`src/rtl/puf_pkg.sv`:
```
// Shared definitions for the PUF response MISR: FSM state encoding and
// the default feedback polynomial and seed.
package puf_pkg;

  typedef enum logic [1:0] {
    IDLE    = 2'd0,
    CAPTURE = 2'd1,
    HOLD    = 2'd2
  } puf_state_e;

  // x^32 + x^22 + x^2 + x + 1
  localparam logic [31:0] PUF_DEFAULT_POLY = 32'h0040_0007;
  localparam logic [31:0] PUF_DEFAULT_SEED = 32'h0000_0000;

endpackage

```
`src/rtl/puf_response_misr_if.sv`:
```
// Scan-side inputs and response handshake of the PUF MISR.
// The master modport is the compactor; the slave modport is its environment.
interface puf_response_misr_if;
  logic        scan_enable;
  logic        count_done;
  logic        scan_in;
  logic [31:0] resp_data;
  logic [15:0] resp_bits;
  logic        resp_valid;
  logic        resp_ready;
  logic        overrun;

  modport master (
    input  scan_enable, count_done, scan_in, resp_ready,
    output resp_data, resp_bits, resp_valid, overrun
  );

  modport slave (
    output scan_enable, count_done, scan_in, resp_ready,
    input  resp_data, resp_bits, resp_valid, overrun
  );
endinterface

```
`src/rtl/puf_misr_step.sv`:
```
// One combinational MISR step: shift left, fold in the feedback polynomial
// when the MSB falls out, and XOR the new response bit into bit 0.
module puf_misr_step (
  input  logic [31:0] misr,
  input  logic        scan_bit,
  input  logic [31:0] poly,
  output logic [31:0] misr_next
);

  assign misr_next = {misr[30:0], 1'b0}
                   ^ (misr[31] ? poly : 32'h0000_0000)
                   ^ {31'b0, scan_bit};

endmodule

```
`src/rtl/puf_response_misr.sv`:
```
// Compacts a serial PUF response window into a 32-bit MISR signature and
// holds it with a bit count until the consumer takes it.
module puf_response_misr
  import puf_pkg::*;
#(
  parameter logic [31:0] SEED = PUF_DEFAULT_SEED,
  parameter logic [31:0] POLY = PUF_DEFAULT_POLY
) (
  input  logic                       clk,
  input  logic                       rst,
  puf_response_misr_if.master        bus
);

  localparam logic [1:0] S_IDLE    = IDLE;
  localparam logic [1:0] S_CAPTURE = CAPTURE;
  localparam logic [1:0] S_HOLD    = HOLD;

  logic [1:0]  state_p0;
  logic [31:0] misr_p0;
  logic [15:0] bit_cnt_p0;
  logic        overrun_p0;
  logic [31:0] misr_base;
  logic [31:0] misr_step;

  function automatic logic [15:0] sat_inc16(input logic [15:0] v);
    return (v == 16'hFFFF) ? v : v + 16'd1;
  endfunction

  // The first bit of a window compacts into SEED rather than the stale signature.
  assign misr_base = (state_p0 == S_IDLE) ? SEED : misr_p0;

  puf_misr_step u_step (
    .misr      (misr_base),
    .scan_bit  (bus.scan_in),
    .poly      (POLY),
    .misr_next (misr_step)
  );

  always_ff @(posedge clk) begin
    if (rst) begin
      state_p0   <= S_IDLE;
      misr_p0    <= SEED;
      bit_cnt_p0 <= 16'd0;
      overrun_p0 <= 1'b0;
    end else begin
      case (state_p0)
        S_IDLE: begin
          if (bus.scan_enable) begin
            misr_p0    <= misr_step;
            bit_cnt_p0 <= 16'd1;
            state_p0   <= S_CAPTURE;
          end
        end
        S_CAPTURE: begin
          if (bus.scan_enable) begin
            misr_p0    <= misr_step;
            bit_cnt_p0 <= sat_inc16(bit_cnt_p0);
          end
          if (bus.count_done) begin
            state_p0 <= S_HOLD;
          end
        end
        S_HOLD: begin
          // A new window arriving while the result is unread is lost, not merged.
          if (bus.scan_enable) begin
            overrun_p0 <= 1'b1;
          end
          if (bus.resp_ready) begin
            state_p0 <= S_IDLE;
          end
        end
        default: state_p0 <= S_IDLE;
      endcase
    end
  end

  assign bus.resp_data  = misr_p0;
  assign bus.resp_bits  = bit_cnt_p0;
  assign bus.resp_valid = (state_p0 == S_HOLD);
  assign bus.overrun    = overrun_p0;

endmodule

```
`src/flat_wrapper.sv`:
```
// flat-port wrapper written by rule: the top's interface ports become plain ports
module puf_response_misr_flat import puf_pkg::*;
#(
  parameter logic [31:0] SEED = PUF_DEFAULT_SEED,
  parameter logic [31:0] POLY = PUF_DEFAULT_POLY
)
  (clk, rst, bus_scan_enable, bus_count_done, bus_scan_in, bus_resp_ready, bus_resp_data, bus_resp_bits, bus_resp_valid, bus_overrun);
  puf_response_misr_if bus_i ();
  input  logic clk;
  input  logic rst;
  input wire logic [$bits(bus_i.scan_enable)-1:0] bus_scan_enable;
  input wire logic [$bits(bus_i.count_done)-1:0] bus_count_done;
  input wire logic [$bits(bus_i.scan_in)-1:0] bus_scan_in;
  input wire logic [$bits(bus_i.resp_ready)-1:0] bus_resp_ready;
  output wire logic [$bits(bus_i.resp_data)-1:0] bus_resp_data;
  output wire logic [$bits(bus_i.resp_bits)-1:0] bus_resp_bits;
  output wire logic [$bits(bus_i.resp_valid)-1:0] bus_resp_valid;
  output wire logic [$bits(bus_i.overrun)-1:0] bus_overrun;
  assign bus_i.scan_enable = bus_scan_enable;
  assign bus_i.count_done = bus_count_done;
  assign bus_i.scan_in = bus_scan_in;
  assign bus_i.resp_ready = bus_resp_ready;
  assign bus_resp_data = bus_i.resp_data;
  assign bus_resp_bits = bus_i.resp_bits;
  assign bus_resp_valid = bus_i.resp_valid;
  assign bus_overrun = bus_i.overrun;
  puf_response_misr #(.SEED(SEED), .POLY(POLY)) u_core (.clk(clk), .rst(rst), .bus(bus_i));
endmodule
```
`config.mk`:
```
export PLATFORM = sky130hd
export DESIGN_NAME = puf_response_misr_flat
export DESIGN_NICKNAME = d
export VERILOG_FILES = /design/src/rtl/puf_pkg.sv /design/src/rtl/puf_response_misr_if.sv /design/src/rtl/puf_misr_step.sv /design/src/rtl/puf_response_misr.sv /design/src/flat_wrapper.sv
export SDC_FILE = /design/constraint.sdc
export NUM_CORES = 1
export LEC_CHECK = 0
export ABC_AREA = 1
export BUFFER_PORTS_ARGS = -buffer_cell sky130_fd_sc_hd__buf_2
export CAP_MARGIN = 10
export CELL_PAD_IN_SITES_DETAIL_PLACEMENT = 0
export CELL_PAD_IN_SITES_GLOBAL_PLACEMENT = 1
export CORE_MARGIN = 2
export CORE_UTILIZATION = 40
export CTS_CLUSTER_DIAMETER = 120
export DETAILED_ROUTE_END_ITERATION = 16
export PLACE_DENSITY = 0.87
export SYNTH_ARGS = -nofsm -noshare
export SYNTH_HDL_FRONTEND = slang
export SYNTH_SLANG_ARGS = --single-unit
```
`constraint.sdc`:
```
create_clock -name clk -period 4.1 [get_ports clk]
set_input_delay 0.205 -clock clk [delete_from_list [all_inputs] [get_ports clk]]
set_output_delay 0.205 -clock clk [all_outputs]
set_load 0.05 [all_outputs]
```
==> flow_summary.json <==
{
  "start_util": 0.4097,
  "grt_max_degree": 39,
  "grt_pass1_vias": 1981,
  "critPathKind": "register to register",
  "crit_chain": "nor2_4, inv_1, nor3_1, nor2_1, nor2_2",
  "period_share": 0.4299,
  "min_path_cells": 3,
  "cap_violations": 0,
  "synth_cell_types": 30,
  "grt_pass1_wl_mm": 9.087,
  "yosys_warnings": 0,
  "p_total_mw": 0.9102,
  "via_count": 2246,
  "port_buffers": 55,
  "crit_buf_inv": 1,
  "worst-r2r-cell-count": 5,
  "syn_inst": 343,
  "min_period_ps": 1763,
  "die_area_um2": 6664,
  "synth_area_leaders": "dfxtp_1 42%, nand2_1 19%, a21oi_1 8.7%",
  "diodes": 0,
  "critical-path-top-delay-family": "simple AND/OR/NAND/NOR gates",
  "end_kind": "register",
  "max_freq_mhz": 567.4,
  "nets": 399,
  "setup_viol": 0,
  "cp.depth": 5,
  "final_layout_size_suffix_gt1_frac": 0.2188,
  "cpPeakStageDelay_ps": 530,
  "cp-start-kind": "register",
  "drcViolationCount": 0,
  "routedWlPerCell_um": 11.68,
  "cp_data_arrival_time_ps": 2020,
  "wl_mm": 5.468,
  "cpMaxStageDelayCell": "inv_1",
  "num_rows": 28,
  "drt_pass1_iterations": 4,
  "p_leak_nw": 1.240,
  "hold_path_end": "u_core.state_p0[1]",
  "rsz0062_at_grt": "no",
  "synth_nets": 350,
  "syn_to_final_growth_pct": 16.04,
  "syn-cell-area_um2": 2411,
  "hpwl_mm": 3.734,
  "numCtsBuffers": 5,
  "root_buffer": "clkbuf_8",
  "finalHoldViolCount": 0,
  "clk_pin_slew_ps": 100,
  "cts_hold_buf": 0,
  "worstMarginPinSlew_ps": 956.4,
  "drt-initial-drc-count": 96,
  "critPathMaxFanout": 33,
  "ff_latch_area_um2": 1021,
  "r2r-start": "u_core.state_p0[1]",
  "synth_top_area_frac": 0.4235,
  "worstSkewPairLatency_ps": 310,
  "cts_resized": 0,
  "avgSynthCellArea_um2": 7.029,
  "synthArstFlopShare": 0,
  "chipWidth_um": 81.64,
  "synth-seq-area-share": 0.4235,
  "synthFlopType": "dfxtp_1",
  "r2r_end": "u_core.bus.resp_bits[12]",
  "status": "complete, no violations",
  "core_area_um2": 5886,
  "hp-start": "bus_count_done",
  "via_per_inst": 4.799,
  "finClkSkew_ps": 6.119,
  "cp.required_ps": 4360,
  "cts.sinks": 51,
  "fin_tns_setup_ps": 0,
  "htree_levels": 2,
  "tritoncts": "built",
  "place.gp.congestion": 0.8377,
  "hold_class": "input port to register",
  "power_density_nw_per_um2": 325.3,
  "r2r_setup_slack_ps": 2340,
  "globalRouteTotalUtil": 0.1748,
  "multiInputGateArea_um2": 1196,
  "die_h_um": 81.64,
  "antenna_found_initial": 0,
  "ir_worst_vdd_v": 0.0001971,
  "final-max-slew-violation-count": 0,
  "fillerInstances": 617,
  "postCtsSetupBuffers": 0,
  "cts_buffer_depth": 2,
  "io_pins": 56,
  "drtAntennaViolNets": 0,
  "overflow": 0,
  "synth_enable_flop_cells": 0,
  "yosys.area.top_type": "dfxtp_1",
  "ys_ff_latch": 51,
  "max_slew_margin": 0.3617
}
[worst max path at each step]
stage,start,end,slack [ps]
2_1_floorplan,u_core.bus.resp_bits[0],u_core.bus.resp_bits[7],2260
3_3_place_gp,bus_scan_enable,u_core.bus.resp_bits[12],2350
3_5_place_dp,bus_scan_enable,u_core.bus.resp_bits[12],2290
4_1_cts,u_core.state_p0[1],u_core.bus.resp_bits[12],2320
5_1_grt,u_core.state_p0[1],u_core.bus.resp_bits[12],2140
6_report,u_core.state_p0[1],u_core.bus.resp_bits[12],2340
[cell type report]
class                           count  area share
Sequential cell                    51      0.3649
Timing Repair Buffer               56      0.1011
Clock buffer                        6     0.02594
Clock inverter                      2    0.006261
Multi-Input combinational cell    249      0.4276
Tap cell                           75     0.03354
Inverter                           29     0.04070
[Yosys cell counts, types with 2 or more instances]
library cell / n
inv_1: 25
nand3_2: 4
nand2_4: 2
nor3_1: 4
nor2_2: 7
nor2_4: 2
nand2_1: 122
clkbuf_1: 6
xor2_1: 2
o21ai_0: 6
nand3b_1: 3
buf_2: 5
a21oi_2: 2
dfxtp_1: 51
a21oi_1: 42
nor2_1: 24
nand2_2: 2
nand4_1: 4
o21bai_1: 2
nand3_1: 16
clkinv_1: 3
[metal layers]
layer	wire, um	up-vias	part of all wire	track usage
met5	0	-	0	0
met4	64	0	0.012	0.07500
met3	288	6	0.053	0.04286
met2	2493	47	0.46	0.2762
met1	2622	1009	0.48	0.2270
li1	-	1184	-	-
[registers in the layout, summed over array words and instances (netlist names)]
register              count
u_core.bus.resp_data     32
u_core.bus.overrun        1
u_core.state_p0           2
u_core.bus.resp_bits     16
[power breakdown]
part	switching, mW	internal (mW)
combinational	0.0759	0.0234
clock	0.175	0.123
sequential	0.00978	0.503
[cells by family after synthesis]
logic type               after synthesis  share of synthesized area
buffers and inverters                 43                    0.08043
AND/OR/NAND/NOR                      193                     0.3669
flip-flops                            51                     0.4235
AO/OA/AOI/OAI                         52                     0.1131
adder cells (fa/ha/maj)                1                   0.005189
XOR/XNOR                               3                    0.01090
[stage by stage]
step / setup WS, ps / hold WS [ps] / instance area, um^2 / instances / utilization
global route: 2139 / 156.8 / 2798 / 468 / 0.4753
floorplan: 2259 / 347.9 / 2411 / 343 / -
finish: 2337 / 148.9 / 2798 / 468 / 0.4753
CTS: 2324 / 143.5 / 2798 / 468 / 0.4753
global placement: 2348 / 435.7 / 2708 / 460 / 0.4600
detailed placement: 2291 / 443.3 / 2708 / 460 / 0.4600
[placed cells by master (no fill, tap or decap), types with 2 or more instances in the layout]
| cell type | synthesis | routed |
|---|---|---|
| nand2_2 | 2 | 2 |
| nand2_1 | 122 | 122 |
| nor2_4 | 2 | 2 |
| nand3b_1 | 3 | 3 |
| o21bai_1 | 2 | 2 |
| buf_2 | 5 | 55 |
| nand3_1 | 16 | 16 |
| clkbuf_8 | 1 | 5 |
| clkinv_4 | 0 | 2 |
| nor3_1 | 4 | 4 |
| clkinv_1 | 3 | 3 |
| nor2_2 | 7 | 7 |
| nor2_1 | 24 | 24 |
| dfxtp_1 | 51 | 51 |
| o21ai_0 | 6 | 6 |
| a21oi_1 | 42 | 42 |
| nand4_1 | 4 | 4 |
| inv_1 | 25 | 25 |
| nand3_2 | 4 | 4 |
| xor2_1 | 2 | 2 |
| a21oi_2 | 2 | 2 |
| nand2_4 | 2 | 2 |
[worst min-delay path, cell delays in order]
cell	delay, ps
buf_2	100
nand2_1	50
a21oi_1	50
(Power assumes the default switching activity.)
